File: config.mk
export PLATFORM = sky130hd
export DESIGN_NAME = spi_frame_loader_flat
export DESIGN_NICKNAME = d
export VERILOG_FILES = /design/src/rtl/spi_frame_loader_if.sv /design/src/rtl/spi_frame_loader.sv /design/src/flat_wrapper.sv
export SDC_FILE = /design/constraint.sdc
export NUM_CORES = 1
export LEC_CHECK = 0
export ABC_AREA = 1
export CAP_MARGIN = 20
export CORE_UTILIZATION = 60
export DETAILED_ROUTE_END_ITERATION = 8
export PLACE_DENSITY = 0.9
export SLEW_MARGIN = 0
export SYNTH_ARGS = -nofsm -noshare
export SYNTH_HDL_FRONTEND = slang
export SYNTH_SLANG_ARGS = --single-unit
export TNS_END_PERCENT = 10
File: constraint.sdc
create_clock -name clk -period 3.8 [get_ports clk]
set_clock_uncertainty 0.1 [all_clocks]
set_input_delay 0.57 -clock clk [delete_from_list [all_inputs] [get_ports clk]]
set_output_delay 0.57 -clock clk [all_outputs]
set_load 0.02 [all_outputs]
File: src/rtl/spi_frame_loader_if.sv
// SPI link from the AVR plus the frame bus and handshake toward ledDriver.
interface spi_frame_loader_if #(parameter int NUM_LEDS = 1);
    logic                    sck;
    logic                    mosi;
    logic                    cs_n;
    logic [NUM_LEDS*24-1:0]  outData;
    logic                    start;
    logic                    finish;
    logic                    busy;
    logic                    frame_err;
    logic                    dropped;

    modport master (
        output sck, mosi, cs_n, finish,
        input  outData, start, busy, frame_err, dropped
    );

    modport slave (
        input  sck, mosi, cs_n, finish,
        output outData, start, busy, frame_err, dropped
    );
endinterface

File: src/rtl/spi_frame_loader.sv
// Receives one LED frame over SPI mode 0 into a staging buffer and hands it
// to ledDriver, holding frames that arrive while the driver is transmitting.
module spi_frame_loader #(
    parameter int NUM_LEDS = 1
) (
    input  logic               clk,
    input  logic               reset,
    spi_frame_loader_if.slave  bus
);
    localparam int NUM_BYTES = NUM_LEDS * 3;
    localparam int WIDTH     = NUM_LEDS * 24;
    localparam int CNT_W     = $clog2(NUM_BYTES + 2);

    typedef enum logic [2:0] {IDLE, RECV, CHECK, PENDING, LAUNCH} state_t;

    state_t            state, next_state;
    logic [2:0]        sck_sync;
    logic [2:0]        cs_sync;
    logic [1:0]        mosi_sync;
    logic [6:0]        shift_reg;
    logic [2:0]        bit_cnt;
    logic [CNT_W-1:0]  byte_cnt;
    logic [7:0]        staging [NUM_BYTES];
    logic              pending;
    logic              sck_rise, cs_fall, cs_rise, frame_ok;

    // cs_n chain resets to "low" so a select already held low at release is
    // never seen as a falling edge; the AVR must deselect first.
    always_ff @(posedge clk or posedge reset) begin
        if (reset) begin
            sck_sync  <= '0;
            cs_sync   <= '0;
            mosi_sync <= '0;
        end else begin
            sck_sync  <= {sck_sync[1:0], bus.sck};
            cs_sync   <= {cs_sync[1:0], bus.cs_n};
            mosi_sync <= {mosi_sync[0], bus.mosi};
        end
    end

    assign sck_rise = sck_sync[1] & ~sck_sync[2];
    assign cs_fall  = ~cs_sync[1] & cs_sync[2];
    assign cs_rise  = cs_sync[1] & ~cs_sync[2];
    assign frame_ok = (byte_cnt == CNT_W'(NUM_BYTES)) && (bit_cnt == 3'd0);

    always_ff @(posedge clk or posedge reset) begin
        if (reset) state <= IDLE;
        else       state <= next_state;
    end

    always_comb begin
        next_state = state;
        case (state)
            IDLE:    if (cs_fall) next_state = RECV;
            RECV:    if (cs_rise) next_state = CHECK;
            CHECK:   if (!frame_ok)     next_state = IDLE;
                     else if (bus.busy) next_state = PENDING;
                     else               next_state = LAUNCH;
            // A new frame starting wins over launching the held one.
            PENDING: if (cs_fall)       next_state = RECV;
                     else if (!bus.busy) next_state = LAUNCH;
            LAUNCH:  if (cs_fall) next_state = RECV;
                     else         next_state = IDLE;
            default: next_state = IDLE;
        endcase
    end

    always_comb begin
        bus.start     = (state == LAUNCH);
        bus.frame_err = (state == CHECK) && !frame_ok;
        bus.dropped   = pending && (next_state == RECV);
    end

    always_ff @(posedge clk or posedge reset) begin
        if (reset) begin
            shift_reg <= '0;
            bit_cnt   <= '0;
            byte_cnt  <= '0;
            for (int k = 0; k < NUM_BYTES; k++) staging[k] <= '0;
        end else if (state != RECV && next_state == RECV) begin
            bit_cnt  <= '0;
            byte_cnt <= '0;
        end else if (state == RECV && sck_rise) begin
            shift_reg <= {shift_reg[5:0], mosi_sync[1]};
            bit_cnt   <= bit_cnt + 3'd1;
            if (bit_cnt == 3'd7) begin
                for (int k = 0; k < NUM_BYTES; k++)
                    if (byte_cnt == CNT_W'(k)) staging[k] <= {shift_reg, mosi_sync[1]};
                // Saturating one past a full frame marks overflow.
                if (byte_cnt != CNT_W'(NUM_BYTES + 1)) byte_cnt <= byte_cnt + CNT_W'(1);
            end
        end
    end

    always_ff @(posedge clk or posedge reset) begin
        if (reset) begin
            pending <= 1'b0;
            bus.busy    <= 1'b0;
            bus.outData <= '0;
        end else begin
            pending <= (next_state == PENDING);
            // Loaded on entry to LAUNCH so the frame is already on the bus with start.
            if (next_state == LAUNCH) begin
                bus.busy <= 1'b1;
                for (int k = 0; k < NUM_BYTES; k++)
                    bus.outData[WIDTH-1-8*k -: 8] <= staging[k];
            end else if (bus.finish && state != LAUNCH) begin
                bus.busy <= 1'b0;
            end
        end
    end
endmodule

File: src/flat_wrapper.sv
// flat-port wrapper written by rule: the top's interface ports become plain ports
module spi_frame_loader_flat 
#(
    parameter int NUM_LEDS = 1
)
  (clk, reset, bus_sck, bus_mosi, bus_cs_n, bus_finish, bus_outData, bus_start, bus_busy, bus_frame_err, bus_dropped);
  spi_frame_loader_if #(.NUM_LEDS(NUM_LEDS)) bus_i ();
  input  logic clk;
  input  logic reset;
  input wire logic [$bits(bus_i.sck)-1:0] bus_sck;
  input wire logic [$bits(bus_i.mosi)-1:0] bus_mosi;
  input wire logic [$bits(bus_i.cs_n)-1:0] bus_cs_n;
  input wire logic [$bits(bus_i.finish)-1:0] bus_finish;
  output wire logic [$bits(bus_i.outData)-1:0] bus_outData;
  output wire logic [$bits(bus_i.start)-1:0] bus_start;
  output wire logic [$bits(bus_i.busy)-1:0] bus_busy;
  output wire logic [$bits(bus_i.frame_err)-1:0] bus_frame_err;
  output wire logic [$bits(bus_i.dropped)-1:0] bus_dropped;
  assign bus_i.sck = bus_sck;
  assign bus_i.mosi = bus_mosi;
  assign bus_i.cs_n = bus_cs_n;
  assign bus_i.finish = bus_finish;
  assign bus_outData = bus_i.outData;
  assign bus_start = bus_i.start;
  assign bus_busy = bus_i.busy;
  assign bus_frame_err = bus_i.frame_err;
  assign bus_dropped = bus_i.dropped;
  spi_frame_loader #(.NUM_LEDS(NUM_LEDS)) u_core (.clk(clk), .reset(reset), .bus(bus_i));
endmodule
==> impl_summary.log <==
[metrics] TritonCTS clock tree: yes
[metrics] number of buffers added for setup after CTS: 0
[metrics] start point of the worst min-delay path: u_core.cs_sync[0]$_DFF_PP0_
[metrics] via count: 2221
[metrics] type of element capturing the critical path: primary output
[metrics] Final Core Density: 76.90%
[metrics] combinational cell fraction of total power: 6.7%
[metrics] Net Switching: 0.3927 mW
[metrics] portion of total power attributed to sequential cells: 50.2%
[metrics] worst vdd rail ir drop: 0.3601 mV
[metrics] worst-margin pin slew: 0.5181 ns
[metrics] Largest stage delay, worst path: 0.59 ns
[metrics] CTS Buf Count: 9
[metrics] IO Count: 34
[metrics] register area share after synthesis: 59.65%
[metrics] Int Pwr: 1.286 mW
[metrics] total routed wirelength: 5.569 mm
[metrics] routed via count divided by cell count: 5.048
[metrics] Root Buffer Master: clkbuf_8
[metrics] routability-driven placement congestion ratio: 0.8251
[metrics] vias in the first global route: 2292
[metrics] worst endpoint required time: 3.13 ns
[metrics] critical setup path kind: register to primary output
[metrics] post-synthesis instance area: 3104 um^2
[metrics] largest net degree at the start of global routing: 55
[metrics] count of buffers inserted at the top-level ports: 33
[metrics] total iterations of the first detailed-routing run: 4
[metrics] number of standard-cell rows in the floorplan: 25
[metrics] n_diodes: 0
[metrics] DIE WIDTH: 73.93 um
[metrics] Cell Area, Placed: 3467 um^2
[metrics] H-tree depth reported by CTS: 3
[metrics] CP Max Fanout: 4
[metrics] DRC marker count from the first detailed-route iteration: 113
[metrics] Worst Setup SP: u_core.byte_cnt[0]$_DFFE_PP0P_
[metrics] achievable clock frequency: 0.3247 GHz
[metrics] hold-fix buffers at CTS: 0
[metrics] most frequent cells in the layout: nand2_1 (113), dfrtp_1 (74), inv_1 (50), clkdlybuf4s50_1 (33), o21ai_0 (20)
[metrics] post_cts resized: 0
[metrics] first-pass GRT wire length: 9.915 mm
[metrics] reg-to-reg critical path startpoint: u_core.state[2]$_DFF_PP0_
[metrics] Layout Area Growth over Synthesis: 20.11%
[metrics] leading cell type in the layout, fill and taps excluded: nand2_1
[metrics] setup total negative slack: 0 ns
[metrics] unrepaired setup endpoints after global routing: false
[metrics] overall global routing resource usage: 24.69%
[metrics] endpoint arrival time on the critical path: 2.41 ns
[metrics] placeable core area: 4848 um^2
[metrics] fraction of the cycle the final worst path needs: 81.04%
[metrics] final layout net count: 382
[metrics] clk slew on worst S/H paths: 0.07 ns
[metrics] cell with the biggest individual delay on the critical path: clkdlybuf4s50_1
[metrics] # clock sinks: 74
[metrics] gate count of the mapped netlist: 330
[metrics] full die area: 5466 um^2
[metrics] power per cell area: 450.2 nW/um^2
[metrics] Mapped Nets: 344
[metrics] Min-Delay Path Class: register to register
[metrics] distinct cell type count after synthesis: 25
[metrics] worst-skew pair later-pin latency: 0.35 ns
[metrics] final routed DRC violation total: 0
[metrics] number of synthesized register bits: 74
[metrics] number of antenna-violating nets in the routed design: 0
[metrics] Maximum Capacitance Violations: 0
[metrics] kind of start point of the critical path: register
[metrics] static leakage: 1.982 nW
[metrics] clock period minus final worst setup slack: 3.080 ns
[metrics] WL/cell: 12.66 um
[metrics] clock power share: 43.1%
[metrics] result of the run: complete, no violations
[metrics] final instance area: 3729 um^2
[metrics] Clock Path Buffers: 2
[metrics] CP Cell Sequence: ha_1, ha_1, nand2_1, nor2_1, nand3_1, inv_1, nor2_1, and3_1, clkdlybuf4s50_1
[metrics] pins over their slew limit: 0
[metrics] fraction of final layout cells with drive strength greater than 1: 12.33%
[metrics] final number of setup-violating endpoints: 0
[metrics] Fin. Hold Viols: 0
[metrics] number of antenna violations at the first check in global routing: 0
[metrics] Synth warnings: 0
[metrics] hold_ws: 0.2542 ns
[metrics] worst slew margin relative to its limit: 65.41%
[metrics] switching part of the total power: 23.39%
[metrics] final global-route overflow total: 0
[metrics] die span in y: 73.93 um
[metrics] DP HPWL: 3.690 mm
[metrics] initial core utilization: 64.03%
[metrics] syn avg cell area: 9.407 um^2
-- worst paths after layout --
check                                                   to  slack [ns]  cells after the start
min reg2reg                    u_core.cs_sync[1]$_DFF_PP0_        0.25                      0
max                                            bus_dropped        0.72                      9
min                            u_core.cs_sync[1]$_DFF_PP0_        0.25                      0
max in group asynchronous  u_core.shift_reg[5]$_DFFE_PP0P_        2.57                      3
min in group asynchronous   u_core.staging[16]$_DFFE_PP0P_        0.47                      2
max reg2reg                 u_core.staging[12]$_DFFE_PP0P_        1.65                      6
-- layer usage --
layer	GRT usage [%]	part of all wire, %	up-vias
met5	0	0	-
met4	12.18	1.7	0
met3	6.504	4.3	12
met2	40.20	51	54
met1	30.80	43	1063
li1	-	-	1092
-- power by group through the flow --
| stage | logic [mW] | clock network [mW] | registers (mW) |
|---|---|---|---|
| after CTS | 0.112 | 0.734 | 0.843 |
| after detailed placement | 0.108 | 0 | 0.858 |
| after global routing | 0.130 | 0.769 | 0.848 |
| after floorplan | 0.0807 | 0 | 0.850 |
| after global placement | 0.103 | 0 | 0.856 |
| final | 0.112 | 0.724 | 0.843 |
-- critical path, delay by kind of cell (launching register included) --
kind / cells / cell delay (ns)
adders and majority gates: 2 / 0.40
DFF: 1 / 0.42
buffers and inverters: 2 / 0.64
and+or+nand+nor: 5 / 0.60
-- cells by family (layout without fill, tap and decap cells) --
family	Yosys count	after routing	share of synthesized area (%)
fa+ha+maj	8	8	3.225
compound gates	48	48	9.794
simple gates	138	138	18.62
xor+xnor	1	1	0.2822
buf+inv	61	104	8.424
flops	74	74	59.65
-- layout make-up --
type                    count  area (um^2)
clock buffers               9        123.9
clock inverters             7        117.6
fillers                   315         1120
inverters                  52        195.2
multi-input cells         195        991.0
flip-flops and latches     74         1852
well taps                  67        83.83
repair buffers             36        365.4
-- cell usage after synthesis (all sizes together) --
master	count	area [um^2]
nand2	117	449.2
dfrtp	74	1852
inv	52	195.2
o21ai	45	285.3
nor2	9	48.80
buf	8	62.56
ha	8	100.1
nand3	7	45.04
nand4	2	18.77
nor3	2	10.01
a21oi	1	5.000
a31oi	1	6.260
and3	1	6.260
clkbuf	1	3.750
o211ai	1	7.510
xor2	1	8.760
-- through the flow --
stage,total power [mW],setup slack [ns],std cells
final,1.679,0.7205,440
after global routing,1.747,0.5421,440
after CTS,1.688,0.7019,439
after detailed placement,0.9662,1.094,423
after global placement,0.9584,1.152,423
after floorplan,0.9309,1.248,330
Power figures use the tool's default switching activity.
